===== src/rtl/pc_fetch_controller.sv =====
// pc_fetch_controller
//   Owns the per-core fetch PC. Each cycle it selects the next PC from the
//   live redirect sources (br > jr > j), a held (pending) redirect, or the
//   sequential PC+4. The PC advances only when the icache hits and decode is
//   not stalling. A redirect that cannot be applied right away is held until
//   the next advance. HALT freezes fetch until reset.
//
// Ports
//   CLK, RST        clock (rising edge), asynchronous active-high reset
//   ihit            icache delivered the instruction at imemaddr this cycle
//   hazard_stall    decode hazard, PC must hold
//   br_redirect/br_target   EX branch redirect (highest priority)
//   jr_redirect/jr_target   JR redirect
//   j_redirect/j_target     ID J/JAL redirect (lowest priority)
//   halt            HALT retired, stop fetching
//   pc              registered fetch PC
//   next_pc         PC loaded at the next edge when pc_incr=1
//   pc_incr         PC updates at the next edge
//   imemREN         icache read enable (low once halted)
//   imemaddr        icache address, always equal to pc
//   flush_if        squash IF/ID: advancing onto a redirect target
//   halted          high in the HALTED state
module pc_fetch_controller #(
  parameter logic [31:0] PC_RESET = 32'h0000_0000
) (
  input  logic        CLK,
  input  logic        RST,
  input  logic        ihit,
  input  logic        hazard_stall,
  input  logic        br_redirect,
  input  logic [31:0] br_target,
  input  logic        jr_redirect,
  input  logic [31:0] jr_target,
  input  logic        j_redirect,
  input  logic [31:0] j_target,
  input  logic        halt,
  output logic [31:0] pc,
  output logic [31:0] next_pc,
  output logic        pc_incr,
  output logic        imemREN,
  output logic [31:0] imemaddr,
  output logic        flush_if,
  output logic        halted
);

  typedef enum logic [1:0] {
    RUN    = 2'd0,
    HOLD   = 2'd1,
    HALTED = 2'd2
  } state_t;

  state_t      state, state_d;
  logic [31:0] pc_d;
  logic [31:0] pend_target, pend_target_d;
  logic        pend_valid, pend_valid_d;
  logic        pend_is_br, pend_is_br_d;

  logic        live_redirect;
  logic [31:0] live_target;
  logic        advance;

  // Live redirect select, targets forced word-aligned.
  always_comb begin
    live_redirect = br_redirect | jr_redirect | j_redirect;
    if (br_redirect) begin
      live_target = {br_target[31:2], 2'b00};
    end else if (jr_redirect) begin
      live_target = {jr_target[31:2], 2'b00};
    end else begin
      live_target = {j_target[31:2], 2'b00};
    end
  end

  // RST gates advance so pc_incr/flush_if stay low while reset is held.
  always_comb begin
    advance  = ihit & ~hazard_stall & (state != HALTED) & ~halt & ~RST;

    if (live_redirect) begin
      next_pc = live_target;
    end else if (pend_valid) begin
      next_pc = pend_target;
    end else begin
      next_pc = pc + 32'd4;
    end

    pc_incr  = advance;
    flush_if = advance & (live_redirect | pend_valid);
    imemREN  = (state != HALTED);
    imemaddr = pc;
    halted   = (state == HALTED);
  end

  // Next-state logic.
  always_comb begin
    state_d       = state;
    pc_d          = pc;
    pend_target_d = pend_target;
    pend_valid_d  = pend_valid;
    pend_is_br_d  = pend_is_br;

    unique case (state)
      RUN: begin
        if (advance) begin
          pc_d = next_pc;
        end else if (live_redirect) begin
          pend_target_d = live_target;
          pend_valid_d  = 1'b1;
          pend_is_br_d  = br_redirect;
          state_d       = HOLD;
        end
      end
      HOLD: begin
        if (advance) begin
          pc_d         = next_pc;
          pend_valid_d = 1'b0;
          pend_is_br_d = 1'b0;
          state_d      = RUN;
        end else if (br_redirect) begin
          pend_target_d = live_target;
          pend_is_br_d  = 1'b1;
        end else if ((jr_redirect | j_redirect) && !pend_is_br) begin
          // A held branch redirect outranks any later jr/j.
          pend_target_d = live_target;
        end
      end
      HALTED: begin
        state_d = HALTED;
      end
      default: begin
        state_d = RUN;
      end
    endcase

    // Halt overrides everything above: pc frozen, pending redirect dropped.
    if (halt && state != HALTED) begin
      state_d       = HALTED;
      pc_d          = pc;
      pend_valid_d  = 1'b0;
      pend_is_br_d  = 1'b0;
    end
  end

  always_ff @(posedge CLK or posedge RST) begin
    if (RST) begin
      state       <= RUN;
      pc          <= PC_RESET;
      pend_target <= '0;
      pend_valid  <= 1'b0;
      pend_is_br  <= 1'b0;
    end else begin
      state       <= state_d;
      pc          <= pc_d;
      pend_target <= pend_target_d;
      pend_valid  <= pend_valid_d;
      pend_is_br  <= pend_is_br_d;
    end
  end

endmodule

===== config.mk =====
export PLATFORM = sky130hd
export DESIGN_NAME = pc_fetch_controller
export DESIGN_NICKNAME = d
export VERILOG_FILES = /design/src/rtl/pc_fetch_controller.sv
export SDC_FILE = /design/constraint.sdc
export NUM_CORES = 1
export LEC_CHECK = 0
export BUFFER_PORTS_ARGS = -buffer_cell sky130_fd_sc_hd__buf_2
export CORE_MARGIN = 2
export CORE_UTILIZATION = 53
export CTS_BUF_LIST = sky130_fd_sc_hd__clkbuf_16
export DETAILED_ROUTE_END_ITERATION = 10
export MAX_ROUTING_LAYER = met4
export PLACE_DENSITY = 0.87
export RECOVER_POWER = 25
export SLEW_MARGIN = 20
export SYNTH_ARGS = -nofsm -noshare
export SYNTH_HDL_FRONTEND = slang
export SYNTH_SLANG_ARGS = --single-unit

===== constraint.sdc =====
create_clock -name CLK -period 6.4 [get_ports CLK]
set_clock_uncertainty 0.15 [all_clocks]
set_input_delay 1.28 -clock CLK [delete_from_list [all_inputs] [get_ports CLK]]
set_output_delay 1.28 -clock CLK [all_outputs]
set_load 0.05 [all_outputs]

## Word level (Yosys, flattened, before mapping)

Cells that the tools add are included.

| cells by class | value |
|---|---|
| $add $sub $neg | 1 |
| equality and inequality tests | 11 |
| mux-type cells | 26 |
| bitwise operators | 13 |
| reductions and logical operators | 12 |

Operators by type and width:

| cell | count |
|---|---|
| 2-to-1 mux 32 bit | 9 |
| one-hot mux 32 bit (2 select lines) | 1 |
| adder 32 x 3 -> 32 bit, second input constant | 1 |
| inequality test 3 bit, second input constant | 4 |
| 2-to-1 mux 1 bit | 9 |
| 2-to-1 mux 2 bit | 4 |
| inequality test 2 bit, second input constant | 4 |
| AND reduction 4 bit | 2 |
| one-hot mux 2 bit (3 select lines) | 1 |
| AND reduction 3 bit | 2 |
| AND 1 bit | 5 |
| AND reduction 5 bit | 1 |
| inequality test 4 bit, second input constant | 1 |
| inverter 1 bit | 4 |
| OR 1 bit | 4 |
| one-hot mux 1 bit (2 select lines) | 2 |
| nonzero test 3 bit | 1 |
| == test 2 x 1 -> 1 bit, second input constant | 1 |
| == test 2 bit, second input constant | 1 |
| logical AND 1 bit | 2 |
| zero test 2 bit | 1 |
| nonzero test 2 bit | 1 |
| OR reduction 2 bit | 1 |
| zero test 1 bit | 1 |

| word-level totals | value |
|---|---|
| bits in registers | 68 |
| input port bits | 104 |
| output and inout port bits | 100 |
| logic and storage cells | 68 |

## Depth between registers and ports, before layout

| depth | value |
|---|---|
| depth in word-level cells | 8 |
| mapped depth | 8 |

## Least setup slack after synthesis

OpenSTA, ideal clock, no wires.

| timing | value |
|---|---|
| path type | in2out |
| from | input jr_redirect |
| to | output next_pc[19] |
| arrival time | 3.609 ns |
| data required time | 4.970 ns |
| path slack | 1.361 ns |
| stages | 6 |
| buffers on the path | 3 |
| path through | clkbuf_1 > nor3_1 > clkbuf_1 > clkbuf_1 > a21oi_1 > a211oi_1 |

| on the way | value |
|---|---|
| cells in the longest elaborated chain, start to end | 3 |
| elaborated cells between the ends (all ways) | 5 |
| those cells by class | mux: 3; bitwise: 2 |

RTL lines:

| what | line | text |
|---|---|---|
| start, declared | 32 | `input logic jr_redirect,` |
| 2-to-1 mux 32 bit or OR 1 bit (tied branches) | 67, 64 |  |
| 2-to-1 mux 32 bit or OR 1 bit (tied branches) | 65, 64 |  |
| 2-to-1 mux 32 bit * | 78 | `if (live_redirect) begin` |
| end, declared | 38 | `output logic [31:0] next_pc,` |

Mark *: on every way between the ends. The rest lies on a longest branch, timed or not.

## Worst setup path after layout

| timing | value |
|---|---|
| from | input br_redirect |
| to | output next_pc[20] |

| on the way | value |
|---|---|
| cells in the longest elaborated chain, start to end | 3 |
| elaborated cells between the ends (all ways) | 4 |
| those cells by class | mux: 2; bitwise: 2 |

RTL lines:

| what | line | text |
|---|---|---|
| start, declared | 30 | `input logic br_redirect,` |
| OR 1 bit (2 in series) | 64 | `live_redirect = br_redirect \| jr_redirect \| j_redirect;` |
| 2-to-1 mux 32 bit * | 78 |  |

Marked as above.

==> impl_metrics.py <==
metrics = {
    "detailed_routing": {
        "vias": 5332,
        "wl_per_cell_um": 18.31,
        "drt_first_iter_violations": 377,
        "wirelength_um": 15840,
        "drc": 0,
        "vias_per_cell": 6.164,
        "ant_nets": 0,
        "first_pass_iters": 5,
    },
    "synth": {
        "yosysTopAreaCellShare": 0.3297,
        "synth_area_leader_cell": "dfrtp_1",
        "ys_types": 59,
        "syn_area_um2": 5010,
        "syn_inst": 606,
        "synth_edf_count": 0,
        "ys.flop_type": "dfrtp_1",
        "synth_seq_cells": 66,
        "synth_nets": 711,
        "yosysWarnings": 0,
        "synth_area_per_cell_um2": 8.267,
        "synthTopCellsByArea": "dfrtp_1, mux2_2, o21ai_0",
        "async_flop_share": 1.000,
        "synth-seq-area-share": 0.3297,
    },
    "placement": {
        "place_area_um2": 5803,
        "place_congestion": 0.9922,
        "dp_hpwl_um": 11060,
        "io_buffers": 197,
    },
    "die": {
        "initial_core_util": 0.5448,
        "io_pins": 204,
        "core_area_um2": 9196,
        "die_area_um2": 10250,
        "die_w_um": 101.2,
        "std_cell_rows": 35,
        "dieHeight_um": 101.2,
    },
    "worst_setup_path": {
        "cp_data_arrival_time_ns": 3.53,
        "crit_end": "next_pc[20]",
        "critical_path.startpoint_type": "primary input",
        "criticalPathCategory": "primary input to output port",
        "cp_data_required_time_ns": 4.97,
        "r2r-start": "imemaddr[5]",
        "crit_fanout": 14,
        "endpoint_kind": "output port",
        "ff2ff_path_depth": 5,
        "cp-startpoint": "br_redirect",
        "r2r-end": "imemaddr[20]",
        "r2r_slack_ns": 3.58,
    },
    "clocking": {
        "cts_resized": 0,
        "htree_num_levels": 3,
        "post_cts_buffers": 0,
        "cts_hold_buffers": 0,
        "clk_latency_ns": 0.34,
        "cts_buffer_depth": 2,
        "cts_tree": "done",
        "path_clk_slew_ns": 0.05,
        "cts_buffers": 9,
        "root_buffer": "clkbuf_16",
        "cts.sinks": 66,
    },
    "timing": {
        "worstMarginPinSlew_ns": 3.661,
        "min_period_ns": 4.959,
        "tns_ns": 0,
        "maxSlewViolCount": 67,
        "hold_viol": 0,
        "relSlewSlack": -1.441,
        "setup_viol": 0,
        "min_period_over_period": 0.7749,
        "max_freq_mhz": 201.6,
        "grt_setup_unrepaired": "no",
    },
    "grt": {
        "grt_pass1_vias": 5102,
        "grt.total_usage": 0.3150,
        "grt_overflow": 0,
        "grt_antenna_before_repair": 0,
        "grt_max_degree": 67,
        "grt_pass1_wl_um": 24650,
    },
    "run_status": {
        "failed_checks": "capacitance limit, slew limit",
        "status": "finished with violations",
    },
    "power_and_ir_drop": {
        "combPwrFrac": 0.329,
        "power.density_nw_per_um2": 263.5,
        "internal-power_uw": 985.0,
        "vdd_drop_max_mv": 0.1154,
        "power_frac_clock": 0.325,
        "power_leakage_uw": 0.002999,
        "seqPwrFrac": 0.346,
        "p_sw_uw": 623.9,
        "sw_frac_of_total": 0.3878,
    },
    "layout": {
        "diodes": 0,
        "nets": 854,
        "drive_above_1_share": 0.3528,
        "final_cell_mix": "buf_2, o21ai_0, dfrtp_1",
        "area_growth_pct": 21.90,
        "utilization": 0.6641,
        "design_area_um2": 6107,
        "mostFrequentLayoutCell": "buf_2",
    },
    "flow_run": {
        "maxCapViolCount": 1,
    },
    "min_path": {
        "hp-class": "flip-flop to flip-flop",
    },
}
[registers in the layout (all words and copies together), names as in the netlist]
signal,cells
imemaddr,32
pend_target,30
state,2
pend_is_br,1
pend_valid,1
[logic make-up after synthesis]
group | synth area share
adders and majority gates | 0.002497
xor gates and xnor gates | 0.03671
muxes | 0.1304
AOI/OAI and AO/OA | 0.2060
buffers and inverters | 0.08716
and+or+nand+nor | 0.2075
DFF | 0.3297
[metrics by stage]
step	instances	total power (µW)	setup slack [ns]	hold WS (ns)
floorplan	606	953.3	1.361	0.2913
global placement	849	1061	1.554	0.3031
detailed placement	849	1084	1.502	0.3125
global route	865	1679	1.119	0.3469
CTS	865	1603	1.498	0.3242
finish	865	1609	1.441	0.3212
[synthesized netlist by cell type, drive strengths merged, types with 3 or more instances]
cell type / count
nor4: 11
a32oi: 3
dfrtp: 66
nor2: 38
o211ai: 7
mux2i: 27
mux2: 34
xor2: 8
nand4: 10
o22ai: 4
and3: 15
xnor2: 13
a21oi: 39
a211oi: 4
o2bb2ai: 5
or3: 7
inv: 11
a31oi: 3
nand3: 22
nor3: 15
nand2b: 9
o31a: 4
a21bo: 3
or3b: 3
a21o: 7
clkbuf: 29
or4: 3
nand2: 59
o21ai: 76
buf: 43
nor2b: 4
[routing by layer]
layer | GRT usage | wire length, µm | vias to the layer above
met3 | 0.06832 | 1453 | 43
met5 | - | 0 | -
met1 | 0.3767 | 6167 | 2517
met2 | 0.5201 | 7850 | 322
li1 | - | - | 2450
met4 | 0.1216 | 363 | 0
[worst max-delay path: stages]
cell     delay [ns]
buf_2          0.11
or3_1          0.61
nor2_1         0.87
nand3_1        0.19
or3b_1         0.21
buf_2          0.25
[power groups by stage]
stage,Clock [µW],Sequential (µW),Combinational [µW]
2_1_floorplan,0,590,363
3_3_place_gp,0,551,510
3_5_place_dp,0,559,525
4_1_cts,522,553,527
5_1_grt,545,566,569
6_report,524,557,529
[worst min path at each step]
stage / start / endpoint / slack (ns) / cells after the start
floorplan: pend_target[19] / pend_target[19] / 0.29 / 2
detailed placement: pend_target[5] / pend_target[5] / 0.31 / 2
finish: pend_target[5] / pend_target[5] / 0.32 / 2
global route: pend_target[12] / pend_target[12] / 0.35 / 2
global placement: pend_target[28] / pend_target[28] / 0.30 / 2
CTS: pend_target[5] / pend_target[5] / 0.32 / 2
[final cells by class]
class	instances	area (µm²)
inverter	11	41.29
clock inverter	7	85.08
tap	111	138.9
sequential	66	1652
fill	764	3089
timing repair buffer	204	1032
multi-input combinational	457	2933
clock buffer	9	225.2
(Power assumes the default switching activity.)
